$ cat config.mk
export PLATFORM = sky130hd
export DESIGN_NAME = mmio_io_controller
export DESIGN_NICKNAME = d
export VERILOG_FILES = /design/src/rtl/mmio_pkg.sv /design/src/rtl/mmio_addr_decoder.sv /design/src/rtl/mmio_io_controller.sv
export SDC_FILE = /design/constraint.sdc
export NUM_CORES = 1
export LEC_CHECK = 0
export ABC_AREA = 1
export BUFFER_PORTS_ARGS = -buffer_cell sky130_fd_sc_hd__buf_2
export CAP_MARGIN = 0
export CORE_MARGIN = 2
export CORE_UTILIZATION = 44
export CTS_BUF_LIST = sky130_fd_sc_hd__clkbuf_8
export DETAILED_ROUTE_END_ITERATION = 7
export PLACE_DENSITY = 0.78
export REMOVE_ABC_BUFFERS = 1
export SLEW_MARGIN = 20
export SYNTH_ARGS = -nofsm -noshare
export SYNTH_HDL_FRONTEND = slang
export SYNTH_SLANG_ARGS = --single-unit
$ cat constraint.sdc
create_clock -name clk -period 1.61 [get_ports clk]
set_clock_uncertainty 0.2 [all_clocks]
set_input_delay 0.0805 -clock clk [delete_from_list [all_inputs] [get_ports clk]]
set_output_delay 0.0805 -clock clk [all_outputs]
set_load 0.005 [all_outputs]
$ cat src/rtl/mmio_pkg.sv
// ============================================================================
// mmio_pkg : shared constants, FSM encoding and UART status bit layout
// Revision : 1.0
// ============================================================================
`default_nettype none

package mmio_pkg;

   localparam logic [31:0] C_GPIO_ADDR      = 32'h1001_0024;
   localparam logic [31:0] C_UART_TX_ADDR   = 32'h1001_0020;
   localparam logic [31:0] C_UART_STAT_ADDR = 32'h1001_0028;

   localparam int C_STAT_BUSY_BIT = 0;
   localparam int C_STAT_ERR_BIT  = 1;

   typedef enum logic [1:0] {
      ST_IDLE       = 2'd0,
      ST_UART_WAIT  = 2'd1,
      ST_UART_START = 2'd2,
      ST_READ_RESP  = 2'd3
   } state_e;

endpackage : mmio_pkg

`default_nettype wire

$ cat src/rtl/mmio_addr_decoder.sv
// ============================================================================
// mmio_addr_decoder : exact-match decode of the CPU address into one-hot hits
// Revision : 1.0
// ============================================================================
`default_nettype none

module mmio_addr_decoder
   import mmio_pkg::*;
#(
   parameter int                     WORD_LENGTH    = 32,
   parameter logic [WORD_LENGTH-1:0] GPIO_ADDR      = C_GPIO_ADDR,
   parameter logic [WORD_LENGTH-1:0] UART_TX_ADDR   = C_UART_TX_ADDR,
   parameter logic [WORD_LENGTH-1:0] UART_STAT_ADDR = C_UART_STAT_ADDR
) (
   input  logic [WORD_LENGTH-1:0] addr_i,
   output logic                   hit_gpio_o,
   output logic                   hit_uart_tx_o,
   output logic                   hit_uart_stat_o
);

   assign hit_gpio_o      = (addr_i == GPIO_ADDR);
   assign hit_uart_tx_o   = (addr_i == UART_TX_ADDR);
   assign hit_uart_stat_o = (addr_i == UART_STAT_ADDR);

endmodule : mmio_addr_decoder

`default_nettype wire

$ cat src/rtl/mmio_io_controller.sv
// ============================================================================
// mmio_io_controller : MMIO bridge for a GPIO register and a UART transmitter.
// Optional UART wait timeout enabled by defining MMIO_TIMEOUT_EN.
// Revision : 1.0
// ============================================================================
`default_nettype none

module mmio_io_controller
   import mmio_pkg::*;
#(
   parameter int                     WORD_LENGTH    = 32,
   parameter logic [WORD_LENGTH-1:0] GPIO_ADDR      = C_GPIO_ADDR,
   parameter logic [WORD_LENGTH-1:0] UART_TX_ADDR   = C_UART_TX_ADDR,
   parameter logic [WORD_LENGTH-1:0] UART_STAT_ADDR = C_UART_STAT_ADDR,
   parameter int                     TIMEOUT_CYCLES = 1023
) (
   input  logic                   clk,
   input  logic                   reset,
   input  logic                   MemWrite,
   input  logic                   MemRead,
   input  logic [WORD_LENGTH-1:0] Address,
   input  logic [WORD_LENGTH-1:0] WriteData,
   output logic [WORD_LENGTH-1:0] ReadData,
   output logic                   Stall,
   output logic [WORD_LENGTH-1:0] GpioOut,
   output logic [7:0]             UartTxData,
   output logic                   UartTxStart,
   input  logic                   UartBusy,
   output logic                   IoError
);

   state_e                   state_q, state_d;
   logic [WORD_LENGTH-1:0]   gpio_q, gpio_d;
   logic [WORD_LENGTH-1:0]   rdata_q, rdata_d;
   logic [7:0]               txdata_q, txdata_d;
   logic [WORD_LENGTH-1:0]   stat_word;
   logic                     hit_gpio, hit_uart_tx, hit_uart_stat;

   if (TIMEOUT_CYCLES < 1) begin : g_timeout_range
      $error("TIMEOUT_CYCLES must be at least 1");
   end

   mmio_addr_decoder #(
      .WORD_LENGTH    (WORD_LENGTH),
      .GPIO_ADDR      (GPIO_ADDR),
      .UART_TX_ADDR   (UART_TX_ADDR),
      .UART_STAT_ADDR (UART_STAT_ADDR)
   ) u_decoder (
      .addr_i          (Address),
      .hit_gpio_o      (hit_gpio),
      .hit_uart_tx_o   (hit_uart_tx),
      .hit_uart_stat_o (hit_uart_stat)
   );

`ifdef MMIO_TIMEOUT_EN
   localparam int                TMO_W      = (TIMEOUT_CYCLES > 1) ? $clog2(TIMEOUT_CYCLES) : 1;
   localparam logic [TMO_W-1:0]  C_TMO_LAST = TMO_W'(TIMEOUT_CYCLES - 1);

   logic [TMO_W-1:0] tmo_cnt_q, tmo_cnt_d;
   logic             ioerr_q, ioerr_d;

   assign IoError = ioerr_q;
`else
   assign IoError = 1'b0;
`endif

   always_comb begin
      stat_word                  = '0;
      stat_word[C_STAT_BUSY_BIT] = UartBusy;
      stat_word[C_STAT_ERR_BIT]  = IoError;
   end

   always_comb begin
      state_d     = state_q;
      gpio_d      = gpio_q;
      rdata_d     = rdata_q;
      txdata_d    = txdata_q;
      Stall       = 1'b0;
      UartTxStart = 1'b0;
`ifdef MMIO_TIMEOUT_EN
      tmo_cnt_d   = '0;
      ioerr_d     = ioerr_q;
`endif

      case (state_q)
         ST_IDLE: begin
            // A store wins over a simultaneous load; the load is dropped.
            if (MemWrite) begin
               if (hit_gpio) begin
                  gpio_d = WriteData;
               end else if (hit_uart_tx) begin
                  txdata_d = WriteData[7:0];
                  Stall    = 1'b1;
                  state_d  = UartBusy ? ST_UART_WAIT : ST_UART_START;
               end
            end else if (MemRead && (hit_gpio || hit_uart_tx || hit_uart_stat)) begin
               Stall   = 1'b1;
               state_d = ST_READ_RESP;
               if (hit_gpio) begin
                  rdata_d = gpio_q;
               end else if (hit_uart_stat) begin
                  rdata_d = stat_word;
               end else begin
                  rdata_d = WORD_LENGTH'(txdata_q);
               end
            end
         end

         ST_UART_WAIT: begin
            Stall = 1'b1;
            if (!UartBusy) begin
               state_d = ST_UART_START;
            end
`ifdef MMIO_TIMEOUT_EN
            // On expiry the held store is released so the CPU can move on.
            else if (tmo_cnt_q == C_TMO_LAST) begin
               ioerr_d = 1'b1;
               Stall   = 1'b0;
               state_d = ST_IDLE;
            end else begin
               tmo_cnt_d = tmo_cnt_q + TMO_W'(1);
            end
`endif
         end

         ST_UART_START: begin
            UartTxStart = 1'b1;
            state_d     = ST_IDLE;
         end

         ST_READ_RESP: begin
            state_d = ST_IDLE;
         end

         default: begin
            state_d = ST_IDLE;
         end
      endcase

      if (reset) begin
         Stall       = 1'b0;
         UartTxStart = 1'b0;
      end
   end

   always_ff @(posedge clk) begin
      if (reset) begin
         state_q  <= ST_IDLE;
         gpio_q   <= '0;
         rdata_q  <= '0;
         txdata_q <= '0;
`ifdef MMIO_TIMEOUT_EN
         tmo_cnt_q <= '0;
         ioerr_q   <= 1'b0;
`endif
      end else begin
         state_q  <= state_d;
         gpio_q   <= gpio_d;
         rdata_q  <= rdata_d;
         txdata_q <= txdata_d;
`ifdef MMIO_TIMEOUT_EN
         tmo_cnt_q <= tmo_cnt_d;
         ioerr_q   <= ioerr_d;
`endif
      end
   end

   assign GpioOut    = gpio_q;
   assign ReadData   = rdata_q;
   assign UartTxData = txdata_q;

endmodule : mmio_io_controller

`default_nettype wire
# Word level (Yosys, flattened, before mapping)
# Cells that the tools add are included.
dict set report word_totals {
  rom_bits 0
  inputBits 69
  latch_bits 0
  out_inout_bits 75
  word_cells 42
  ram_bits 0
  reg_bits 74
  mem_count 0
}
dict set report op_classes {
  eq_ne 10
  n_reduce_logical 9
  bitwise_logic 2
  n_lt_le_gt_ge 0
  n_shift 0
  div_mod_pow 0
  muxes 17
  n_addsub 0
  n_mul 0
}
# op n
set ops {}
lappend ops {{$eq 32x29->1 const B} 3}
lappend ops {{$mux 32} 1}
lappend ops {{$mux 2} 6}
lappend ops {{$ne 3x3->1 const B} 3}
lappend ops {{$mux 8} 1}
lappend ops {{$reduce_and 4->1} 2}
lappend ops {{$mux 1} 7}
lappend ops {{$pmux 2 s3} 1}
lappend ops {{$reduce_and 3->1} 2}
lappend ops {{$eq 2x2->1 const B} 2}
lappend ops {{$eq 2x1->1 const B} 1}
lappend ops {{$logic_not 2->1} 1}
lappend ops {{$logic_or 1x1->1} 2}
lappend ops {{$ne 2x2->1 const B} 1}
lappend ops {{$not 1->1} 2}
lappend ops {{$pmux 1 s2} 1}
lappend ops {{$reduce_or 2->1} 1}
lappend ops {{$logic_and 1x1->1} 1}

# Depth between registers and ports, before layout
dict set report depth {
  word_depth 8
  mapped_depth 12
  ltp_nobuf 11
}

# By module
# From an unflattened synthesis, not the netlist that was laid out.
dict set report hier_totals {
  cells_unflattened 416
  hier_area_um2 3027.9
}
# mod cells_per_inst n_inst seq_area_each_um2 area_each_um2
set by_module_without_submodules {}
lappend by_module_without_submodules {mmio_io_controller 372 1 1481.4 2856.5}
lappend by_module_without_submodules {mmio_addr_decoder 44 1 0.0 171.4}

# Worst setup path after synthesis
# OpenSTA, ideal clock, no wires.
dict set report synth_path {
  kind {register to register}
  from {register state_q[0]}
  to {register gpio_q[10] (netlist: GpioOut[10])}
  path_buffers 1
  setup_slack_ns 0.004
  t_arrival_ns 1.278
  path_stages_with_launch 8
  setup_ns 0.128
  synth_period_minus_slack_ns 1.606
  required_time_ns 1.282
  cell_sequence {dfxtp_1 > nor2_1 > inv_1 > nor2_1 > nand3_1 > clkbuf_1 > o21ai_0 > a21oi_1}
}
dict set report synth_between {
  elab_chain_len 2
}
# item line
set synth_rtl {}
lappend synth_rtl {{start: declaration} mmio_io_controller.sv:32} ;# state_e state_q, state_d;
lappend synth_rtl {{start signal: assignment} mmio_io_controller.sv:157} ;# state_q <= state_d;
lappend synth_rtl {{$logic_not 2->1} mmio_io_controller.sv:85} ;# case (state_q)
lappend synth_rtl {{$reduce_and 3->1 (no line)} n/a}
lappend synth_rtl {{end signal: assignment} mmio_io_controller.sv:158} ;# gpio_q <= gpio_d;
lappend synth_rtl {{end: declaration} mmio_io_controller.sv:33} ;# logic [WORD_LENGTH-1:0] gpio_q, gpio_d;
# Every way passes these cells.
# A chain may end at the register's enable or synchronous reset.

# Final worst setup path
dict set report layout_path {
  from {input Address[18]}
  to {output Stall}
}
dict set report layout_between {
  elab_chain_len 8
  word_cells_on_any_way 12
  cone_classes {eq/ne: 3; mux: 6; reduce/logical: 3}
}
# item line
set layout_rtl {}
lappend layout_rtl {{start: declaration} mmio_io_controller.sv:21} ;# input logic [WORD_LENGTH-1:0] Address,
lappend layout_rtl {{$eq 32x29->1, on equally long branches} {mmio_addr_decoder.sv:21, mmio_addr_decoder.sv:22}}
lappend layout_rtl {{$logic_or 1x1->1 (2 in series)} mmio_io_controller.sv:96} ;# end else if (MemRead && (hit_gpio || hit_uart_tx || hit_uart_stat)) begin
lappend layout_rtl {{$logic_and 1x1->1} mmio_io_controller.sv:96}
lappend layout_rtl {{$mux 1} mmio_io_controller.sv:96}
lappend layout_rtl {{$mux 1 (*)} mmio_io_controller.sv:88} ;# if (MemWrite) begin
lappend layout_rtl {{$pmux 1 s2 (*)} mmio_io_controller.sv:85}
lappend layout_rtl {{$mux 1 (*)} mmio_io_controller.sv:140} ;# if (reset) begin
lappend layout_rtl {{end: declaration} mmio_io_controller.sv:24} ;# output logic Stall,
# Every way passes the cells marked *; elsewhere a longest branch is shown, timed or not.

==> metrics.cfg <==
[routing]
drt_iter0_drc = 143
routedWlPerCell_um = 13.1
vias = 3725
drc_errors = 0
routed_wl_um = 9920
first_pass_iters = 4
vias_per_cell = 4.90
ant_nets = 0

[global_route]
grt.total_usage_pct = 23.4
grt_pass1_vias = 3548
antenna_found_initial = 0
overflow = 0
grt_pass1_wl_um = 15800
grt_max_degree = 32

[worst_setup_path]
path_max_fanout = 5
worstPathRequired_ps = 1330
worstSetupPathType = input pin to primary output
critPathCaptureType = primary output
cp.arrival_ps = 1300
start_kind = input pin

[place]
dpl_worst_slack_ps = -124
placed_cells = 706
port-buffer-count = 142
gp_congestion = 0.797
hpwl_um = 6750
place_area_um2 = 4210

[clocking]
clockBufferDepth = 2
clk_latency_ps = 340
cts_tree = built
cts_sinks = 74
cts_buffers = 9
cts-htree-levels = 3
root_buffer = clkbuf_8
clk_pin_slew_worst_paths_ps = 70

[outcome]
status = finished, final reports clean

[sta]
maxSlewViolCount = 0
period_needed_ps = 1580
layout_setup_ws_ps = 32.1
finalHoldViolations = 0
post-route-period-util_pct = 98.0
finalSetupTns_ps = 0
fmax_ghz = 0.634
finalSetupViolations = 0

[pwr]
pwr-share-clk_pct = 47.1
combinationalPowerShare_pct = 6.9
power_density_nw_per_um2 = 799
seq_power_share_pct = 46.1
finalPower_w = 0.00397
p_int_w = 0.00317
p_leak_nw = 2.30
swShare_pct = 20.1
ir_drop_mv = 0.475
p_sw_w = 0.000799

[layout]
mostFrequentLayoutCells = buf_2 (138), nand2_1 (84), dfxtp_1 (73)
n_antenna_cell = 0
areaGrowthSynthToFinish_pct = 49.6
layout.cells.non_filler = 760
finalNetCount = 725
finalInstanceArea_um2 = 4970
mostFrequentLayoutCell = buf_2
drive_above_1_share_pct = 34.6

[logic_synthesis]
syn_area_per_cell_um2 = 7.04
synth_area_um2 = 3320
yosysSeqAreaShare_pct = 44.6
yosys_warnings = 0
synth_seq_cells = 74
netlist_instances = 472
synth.distinct_cells = 27

[floorplan]
dieArea_um2 = 8260
rows = 31
num_io_pins = 144
start_util_pct = 45.5
die_h_um = 90.9
dieWidth_um = 90.9
core_area_um2 = 7290

[min_path]
min_path_type = input pin to flip-flop

[flow_run]
drv_cap = 0

cells by family after synthesis:
| kind of cell | Yosys count | synth area share [%] |
|---|---|---|
| buffers and inverters | 96 | 12.0 |
| flip-flops | 74 | 44.6 |
| other | 1 | 0.113 |
| AO/OA/AOI/OAI | 115 | 18.6 |
| AND/OR/NAND/NOR | 186 | 24.6 |
power by group through the flow:
stage	logic [W]	clock network (W)	registers, W
floorplan	0.0000614	0	0.00187
global placement	0.000180	0	0.00187
detailed placement	0.000185	0	0.00187
CTS	0.000251	0.00191	0.00183
global route	0.000299	0.00200	0.00183
finish	0.000272	0.00187	0.00183
per-layer routing:
| metal | vias to the layer above | track usage (%) | part of all wire [%] |
|---|---|---|---|
| met1 | 1700 | 27.0 | 41 |
| met2 | 148 | 42.2 | 50 |
| met5 | - | 0 | 0 |
| met4 | 0 | 8.96 | 2.0 |
| met3 | 20 | 5.09 | 6.6 |
| li1 | 1857 | - | - |
state kept, by name, summed over array words and instances, names as in the netlist:
register	flops
ReadData	32
state_q	2
GpioOut	32
UartTxData	8
synth_stat cells:
library cell	n	area (um2)
nor2_2	1	6.26
dfxtp_1	74	1480
nor2_4	1	11.3
nor3_4	1	16.3
conb_1	1	3.75
clkinv_4	1	8.76
a21oi_1	55	275
inv_2	3	11.3
buf_4	1	7.51
o21ai_0	48	240
o31ai_1	1	7.51
buf_6	3	33.8
buf_1	1	3.75
nand3_4	1	17.5
buf_2	6	30.0
inv_1	64	240
nor3_1	5	25.0
nor2_1	52	195
nand3_2	1	10.0
clkbuf_1	17	63.8
nand2_1	88	330
o211ai_1	1	7.51
nor4_1	8	50.1
nand3_1	15	75.1
a21oi_2	10	87.6
and2_1	1	6.26
nand2_2	12	75.1
critical path, cell delays in order:
cell and delay (ps):
buf_2 100, inv_1 80, nand2_1 60, nor2_1 90
nand2_1 100, nor2_4 220, nand2_4 100, nand3_4 110
nand2_4 60, nand2_2 80, o21ai_2 50, inv_1 50
buf_2 100
path summary, 6_finish.rpt:
| kind | cells after the start | slack (ps) | to | startpoint |
|---|---|---|---|---|
| worst max-delay path | 13 | 30 | Stall | Address[18] |
| worst min-delay path | 6 | 90 | state_q[1] | MemWrite |
| worst max register to register | 7 | 90 | GpioOut[24] | state_q[0] |
| worst min register to register | 2 | 260 | ReadData[29] | ReadData[29] |
timing repair:
action                                 4_1_cts  5_1_grt
setup buffers                                0        3
setup endpoints to repair                    3       71
resized for setup                            3       42
pin swaps                                    0        9
hold buffers                                35        0
endpoints found under the hold margin       49        0
area by class of cell:
type,count,area [um2]
inverter,68,263
tap,99,124
clock buffer,9,124
multi-input combinational,302,1520
timing repair buffer,201,1320
fill,610,2320
clock inverter,7,141
sequential,74,1480
per-stage QoR:
stage / hold WS (ps) / util (%)
final: 85.6 / 68.1
after global routing: 126 / 68.1
after CTS: 54.1 / 66.3
after detailed placement: 137 / 57.8
after global placement: 124 / 57.8
after floorplan: -57.1 / -
(Power assumes the default switching activity.)
